File: src/rtl/bomb_round_ctrl.sv
// Multi-round game sequencer for the bomb dismantlement game: load/show password, timed entry, win/lose.
// Optional feature macro PENALTY_EN: a wrong entry also deducts PENALTY_SEC seconds from the countdown.
module bomb_round_ctrl #(
  parameter int PSW_W       = 7,
  parameter int TICK_DIV    = 1000,
  parameter int SHOW_SEC    = 3,
  parameter int CNT_SEC     = 20,
  parameter int MAX_TRIES   = 3,
  parameter int ROUNDS      = 3,
  parameter int FACE_SEC    = 2,
  parameter int PENALTY_SEC = 2
) (
  input  logic                             clk,
  input  logic                             rst_n,
  input  logic                             arm,
  input  logic                             load,
  input  logic                             enter,
  input  logic [PSW_W-1:0]                 sw,
  input  logic [PSW_W-1:0]                 psw,
  output logic                             psw_load,
  output logic                             show,
  output logic                             counting,
  output logic [PSW_W-1:0]                 ld,
  output logic [$clog2(CNT_SEC+1)-1:0]     sec_left,
  output logic [$clog2(MAX_TRIES+1)-1:0]   tries_left,
  output logic [$clog2(ROUNDS+1)-1:0]      round,
  output logic                             win,
  output logic                             lose,
  output logic                             beep,
  output logic                             done
);

  localparam int SEC_W  = $clog2(CNT_SEC+1);
  localparam int TRY_W  = $clog2(MAX_TRIES+1);
  localparam int RND_W  = $clog2(ROUNDS+1);
  localparam int DIV_W  = (TICK_DIV > 1) ? $clog2(TICK_DIV) : 1;
  localparam int PH_MAX = (SHOW_SEC > FACE_SEC) ? SHOW_SEC : FACE_SEC;
  localparam int PH_W   = $clog2(PH_MAX+1);

  typedef enum logic [2:0] {
    IDLE  = 3'd0,
    LOAD  = 3'd1,
    SHOW  = 3'd2,
    INPUT = 3'd3,
    WIN   = 3'd4,
    LOSE  = 3'd5
  } state_e;

  state_e             state_q, state_d;
  logic [DIV_W-1:0]   div_q, div_d;
  logic [PH_W-1:0]    ph_q, ph_d;
  logic               lph_q, lph_d;
  logic [PSW_W-1:0]   psw_q, psw_d;
  logic [SEC_W-1:0]   sec_left_q, sec_left_d;
  logic [TRY_W-1:0]   tries_left_q, tries_left_d;
  logic [RND_W-1:0]   round_q, round_d;
  logic               psw_load_q, psw_load_d;
  logic               show_q, show_d;
  logic               counting_q, counting_d;
  logic               win_q, win_d;
  logic               lose_q, lose_d;
  logic               beep_q, beep_d;
  logic               done_q, done_d;

  logic tick;
  logic match;

  assign tick  = (div_q == DIV_W'(TICK_DIV-1));
  assign match = (sw == psw_q);

  always_comb begin
    state_d      = state_q;
    div_d        = tick ? '0 : div_q + DIV_W'(1);
    ph_d         = ph_q;
    lph_d        = lph_q;
    psw_d        = psw_q;
    sec_left_d   = sec_left_q;
    tries_left_d = tries_left_q;
    round_d      = round_q;
    done_d       = 1'b0;

    case (state_q)
      IDLE: begin
        div_d = '0;
        if (arm && load) begin
          state_d = LOAD;
          round_d = '0;
        end
      end
      LOAD: begin
        // cycle 0 requests the password, cycle 1 captures it
        if (!lph_q) begin
          lph_d = 1'b1;
        end else begin
          psw_d   = psw;
          state_d = SHOW;
        end
      end
      SHOW: begin
        if (tick) begin
          if (ph_q == PH_W'(SHOW_SEC-1)) state_d = INPUT;
          else                           ph_d    = ph_q + PH_W'(1);
        end
      end
      INPUT: begin
        if (enter && match) begin
          // a correct entry beats a same-cycle timeout tick
          if (round_q < RND_W'(ROUNDS-1)) begin
            round_d = round_q + RND_W'(1);
            state_d = LOAD;
          end else begin
            state_d = WIN;
          end
        end else if (enter) begin
          tries_left_d = tries_left_q - TRY_W'(1);
          if (tries_left_q == TRY_W'(1)) state_d = LOSE;
`ifdef PENALTY_EN
          if (int'(sec_left_q) > PENALTY_SEC) begin
            sec_left_d = sec_left_q - SEC_W'(PENALTY_SEC);
          end else begin
            sec_left_d = '0;
            state_d    = LOSE;
          end
`else
          if (tick) begin
            sec_left_d = sec_left_q - SEC_W'(1);
            if (sec_left_q == SEC_W'(1)) state_d = LOSE;
          end
`endif
        end else if (tick) begin
          sec_left_d = sec_left_q - SEC_W'(1);
          if (sec_left_q == SEC_W'(1)) state_d = LOSE;
        end
      end
      WIN, LOSE: begin
        if (tick) begin
          if (ph_q == PH_W'(FACE_SEC-1)) begin
            state_d = IDLE;
            done_d  = 1'b1;
          end else begin
            ph_d = ph_q + PH_W'(1);
          end
        end
      end
      default: state_d = IDLE;
    endcase

    // disarming aborts silently from anywhere in a game
    if (state_q != IDLE && !arm) begin
      state_d = IDLE;
      done_d  = 1'b0;
    end

    if (state_d != state_q) begin
      div_d = '0;
      ph_d  = '0;
      lph_d = 1'b0;
      if (state_d == INPUT) begin
        sec_left_d   = SEC_W'(CNT_SEC);
        tries_left_d = TRY_W'(MAX_TRIES);
      end
      if (state_d == IDLE) begin
        sec_left_d   = '0;
        tries_left_d = '0;
        round_d      = '0;
        psw_d        = '0;
      end
    end

    psw_load_d = (state_d == LOAD) && (state_q != LOAD);
    show_d     = (state_d == SHOW);
    counting_d = (state_d == INPUT);
    win_d      = (state_d == WIN);
    lose_d     = (state_d == LOSE);
    beep_d     = (state_d == WIN) || (state_d == LOSE);
  end

  always_ff @(posedge clk or negedge rst_n) begin
    if (!rst_n) begin
      state_q      <= IDLE;
      div_q        <= '0;
      ph_q         <= '0;
      lph_q        <= 1'b0;
      psw_q        <= '0;
      sec_left_q   <= '0;
      tries_left_q <= '0;
      round_q      <= '0;
      psw_load_q   <= 1'b0;
      show_q       <= 1'b0;
      counting_q   <= 1'b0;
      win_q        <= 1'b0;
      lose_q       <= 1'b0;
      beep_q       <= 1'b0;
      done_q       <= 1'b0;
    end else begin
      state_q      <= state_d;
      div_q        <= div_d;
      ph_q         <= ph_d;
      lph_q        <= lph_d;
      psw_q        <= psw_d;
      sec_left_q   <= sec_left_d;
      tries_left_q <= tries_left_d;
      round_q      <= round_d;
      psw_load_q   <= psw_load_d;
      show_q       <= show_d;
      counting_q   <= counting_d;
      win_q        <= win_d;
      lose_q       <= lose_d;
      beep_q       <= beep_d;
      done_q       <= done_d;
    end
  end

  always_comb begin
    ld = '0;
    if (show_q)          ld = psw_q;
    else if (counting_q) ld = sw;
  end

  assign psw_load   = psw_load_q;
  assign show       = show_q;
  assign counting   = counting_q;
  assign sec_left   = sec_left_q;
  assign tries_left = tries_left_q;
  assign round      = round_q;
  assign win        = win_q;
  assign lose       = lose_q;
  assign beep       = beep_q;
  assign done       = done_q;

endmodule

File: config.mk
export PLATFORM = sky130hd
export DESIGN_NAME = bomb_round_ctrl
export DESIGN_NICKNAME = d
export VERILOG_FILES = /design/src/rtl/bomb_round_ctrl.sv
export SDC_FILE = /design/constraint.sdc
export NUM_CORES = 1
export LEC_CHECK = 0
export BUFFER_PORTS_ARGS = -buffer_cell sky130_fd_sc_hd__buf_4
export CORE_UTILIZATION = 55
export DETAILED_ROUTE_END_ITERATION = 12
export PLACE_DENSITY_LB_ADDON = 0.2
export RECOVER_POWER = 100
export SLEW_MARGIN = 20
export SYNTH_ARGS = -nofsm -noshare
export SYNTH_HDL_FRONTEND = slang
export SYNTH_SLANG_ARGS = --single-unit
File: constraint.sdc
create_clock -name clk -period 3.23 [get_ports clk]
set_input_delay 0.1615 -clock clk [delete_from_list [all_inputs] [get_ports clk]]
set_output_delay 0.1615 -clock clk [all_outputs]
set_load 0.02 [all_outputs]
==> out/qor.log <==
qor: cells_and_area.final_common_cell dfrtp_1
qor: worst_setup_path.worst_setup_path_start_kind flip-flop
qor: synthesis.synth-seq-cells 39
qor: floorplanning.floorplan.die.height 66.6 µm
qor: cells_and_area.final_core_utilization 0.665
qor: pwr.power.switching 0.000710 W
qor: synthesis.post_synthesis_cell_area 0.00229 mm²
qor: cells_and_area.finish.net_count 314
qor: synthesis.synth_edf_count 0
qor: worst_setup_path.worstPathRequired 3.36 ns
qor: pwr.share_clk_of_total_power 0.240
qor: floorplanning.initial_core_util 0.574
qor: worst_setup_path.worst_path_largest_cell_delay 0.46 ns
qor: worst_setup_path.critPathMaxFanout 11
qor: run_status.result_of_the_run finished with violations
qor: pwr.p_int 0.00107 W
qor: worst_setup_path.rr_startpoint div_q[4]$_DFF_PN0_
qor: global_route.gr-usage-all-layers 0.257
qor: pwr.power.share.sequential 0.392
qor: pwr.power.ir.vdd_worst 0.000361 V
qor: drt.routedWlPerCell 15.0 µm
qor: clock_tree.clk_transition_reported_paths 0.08 ns
qor: worst_setup_path.worstPathCellList nor4bb_4 -> and3_1 -> a21oi_1 -> a221oi_4 -> nor2_2 -> nor4_4 -> buf_4 -> a2111oi_0
qor: placed_design.port-buffer-count 41
qor: synthesis.synthesis.area_per_instance 9.29 µm²
qor: sta.final-hold-violation-count 0
qor: worst_setup_path.critPathTopFamily simple AND/OR/NAND/NOR gates
qor: worst_setup_path.reg2reg_depth 8
qor: worst_setup_path.crit_buf_inv 1
qor: drt.drt_iter0_markers 180
qor: pwr.total_leakage_power 1.13 nW
qor: run_status.violations capacitance limit, slew limit
qor: worst_setup_path.cp.arrival 2.99 ns
qor: global_route.via_count_of_the_first_global_routing_pass 1722
qor: worst_setup_path.worst_path_max_delay_cell dfrtp_1
qor: synthesis.netlist_instances 247
qor: sta.max_slew.worst_pin.slew 2.03 ns
qor: drt.drc 0
qor: sta.clock.fmax 350 MHz
qor: sta.final.hold.worst_slack 0.0977 ns
qor: worst_setup_path.crit-reg2reg-capture sec_left[1]$_DFF_PN0_
qor: worst_hold_path.timing.hold.worst_path_depth 3
qor: pwr.power 0.00178 W
qor: synthesis.synth_warnings 0
qor: sta.finClkSkew 0.0103 ns
qor: pwr.power.density 671 mW/mm²
qor: global_route.grt_pass1_wl 8.25 mm
qor: clock_tree.tritoncts_clock_tree built
qor: cells_and_area.drive_above_1_share 0.114
qor: pwr.netSwitchingFraction 0.398
qor: cells_and_area.layout.cells.most_common_list dfrtp_1 (39), nor2_1 (33), nand2_1 (29)
qor: floorplanning.die_width 66.6 µm
qor: sta.setup-tns-final 0 ns
qor: worst_hold_path.min_path_type in2reg
qor: clock_tree.numClockSinks 39
qor: clock_tree.worst_skew_pair.late_latency 0.30 ns
qor: worst_setup_path.setup.worst_path.class reg2reg
qor: sta.final-setup-viol-count 0
qor: pwr.combinationalPowerShare 0.368
qor: drt.routed_wl 5.08 mm
qor: cells_and_area.synthToLayoutAreaGrowth 15.9%
qor: clock_tree.cts_made_buffers 5
qor: global_route.grt_max_degree 40
qor: worst_hold_path.min_to psw_q[6]$_DFF_PN0_
qor: global_route.antenna_found_initial 0
qor: synthesis.seq_total_area_yosys 0.425
qor: floorplanning.rows 23
qor: synthesis.async_flop_share 1.00
qor: worst_setup_path.worst_setup_path_end_kind flip-flop
qor: clock_tree.cts_resized 0
qor: sta.timing_max_transition_violations_final 40
qor: clock_tree.clock_tree.htree_level_count 2
qor: synthesis.postSynth.topFlopCell dfrtp_1
qor: clock_tree.cts_buffer_depth 2
qor: cells_and_area.antenna_cells 0
qor: sta.fin_crit_sh 0.885
qor: floorplanning.dieArea 0.00443 mm²
qor: placed_design.hpwlAfterDp 3.63 mm
qor: sta.maxSlewHeadroom -0.352
qor: placed_design.gp_routability_congestion 0.933
qor: clock_tree.clock_root_buffer clkbuf_8
qor: sta.grt_setup_unrepaired no
qor: global_route.globalRouteOverflowTotal 0
qor: drt.vias_per_cell 5.62
qor: drt.via_count_of_the_routed_design 1904
qor: floorplanning.core_area 0.00400 mm²
qor: run.max-cap-violations 1
qor: drt.drtPass1Iterations 5
qor: synthesis.synth.distinct_cells 48
qor: worst_hold_path.min_from psw[6]
qor: synthesis.postSynthNetCount 273
qor: drt.ant_nets 0
qor: sta.post_layout_min_period 2.86 ns
qor: floorplanning.top_ports 42
qor: worst_setup_path.ff2ff_setup_slack 0.37 ns
## synth_stat cells, types with 2 or more instances
cell type  instances  share of area
a2111oi_0          2         0.0076
a21oi_1            9          0.020
a41o_1             2         0.0087
and2_1             4          0.011
and3_1             5          0.014
and3b_1            2         0.0076
buf_2              2         0.0044
clkbuf_1           4         0.0065
dfrtp_1           39           0.43
ha_1               7          0.038
inv_1             10          0.016
mux2i_1            8          0.035
nand2_1           29          0.047
nand3_1            9          0.020
nand4_1            4          0.011
nor2_1            33          0.054
nor2b_1            4          0.011
nor3_1             8          0.017
o21ai_0           10          0.022
o21bai_1           5          0.016
o32a_1             2         0.0087
or3_1              2         0.0055
xnor2_1           14          0.053
xor2_1             9          0.034
## worst min-delay path, stage by stage
cell and delay [ns]:
buf_4 0.08, mux2i_1 0.05, nor2_1 0.07
## sequential cells by signal, indices dropped and copies added (netlist names)
| name | flops |
|---|---|
| sec_left | 5 |
| ph_q | 2 |
| psw_q | 7 |
| show | 1 |
| win | 1 |
| div_q | 10 |
| tries_left | 2 |
| done | 1 |
| lph_q | 1 |
| psw_load | 1 |
| round | 2 |
| counting | 1 |
| lose | 1 |
| state_q | 3 |
| beep | 1 |
## metal layers
metal / part of all wire / track usage / up-vias
met4: 0.018 / 0.101 / 0
met5: 0 / 0 / -
met3: 0.060 / 0.0788 / 11
met2: 0.47 / 0.396 / 72
li1: - / - / 934
met1: 0.45 / 0.336 / 887
## what timing repair did
| action | in CTS | in global routing |
|---|---|---|
| endpoints found under the hold margin | 39 | 0 |
| hold buffers | 1 | 0 |
| setup buffers | 0 | 0 |
## kinds of logic (layout without fill, tap and decap cells)
kind of cell / count (synthesis) / after routing / synth area share
AOI/OAI and AO/OA: 42 / 42 / 0.134
xor gates and xnor gates: 23 / 23 / 0.0878
adders and majority gates: 7 / 7 / 0.0382
buffers and inverters: 19 / 61 / 0.0371
DFF: 39 / 39 / 0.425
muxes: 8 / 8 / 0.0349
and+or+nand+nor: 109 / 109 / 0.243
## through the flow
step	cells	area (µm²)	setup slack, ns
2_1_floorplan	247	2290	0.824
3_3_place_gp	330	2630	0.533
3_5_place_dp	330	2630	0.486
4_1_cts	339	2750	0.461
5_1_grt	339	2660	0.170
6_report	339	2660	0.373
## cell type report
class / instances / area, µm²
fill: 345 / 1340
multi-input combinational: 189 / 1230
sequential: 39 / 976
timing repair buffer: 43 / 235
clock buffer: 6 / 82.6
tap: 50 / 62.6
inverter: 10 / 37.5
clock inverter: 2 / 35.0
## how the worst max path moves through the flow
stage                       startpoint  slack, ns               endpoint  depth (start not counted)
CTS                 div_q[4]$_DFF_PN0_       0.46  sec_left[1]$_DFF_PN0_                          8
finish              div_q[4]$_DFF_PN0_       0.37  sec_left[1]$_DFF_PN0_                          8
global route        div_q[0]$_DFF_PN0_       0.17  sec_left[1]$_DFF_PN0_                          9
global placement    div_q[4]$_DFF_PN0_       0.53  sec_left[1]$_DFF_PN0_                          8
detailed placement  div_q[4]$_DFF_PN0_       0.49  sec_left[1]$_DFF_PN0_                          8
floorplan           div_q[0]$_DFF_PN0_       0.82  sec_left[2]$_DFF_PN0_                         10
## power groups by stage
stage                     clock network [W]  registers [W]  logic, W
after floorplan                           0       0.000674  0.000515
after global placement                    0       0.000708  0.000666
after detailed placement                  0       0.000706  0.000679
after CTS                          0.000431       0.000700  0.000684
after global routing               0.000459       0.000720  0.000730
final                              0.000428       0.000700  0.000657
Note: power is estimated with default switching activity, not from simulation.
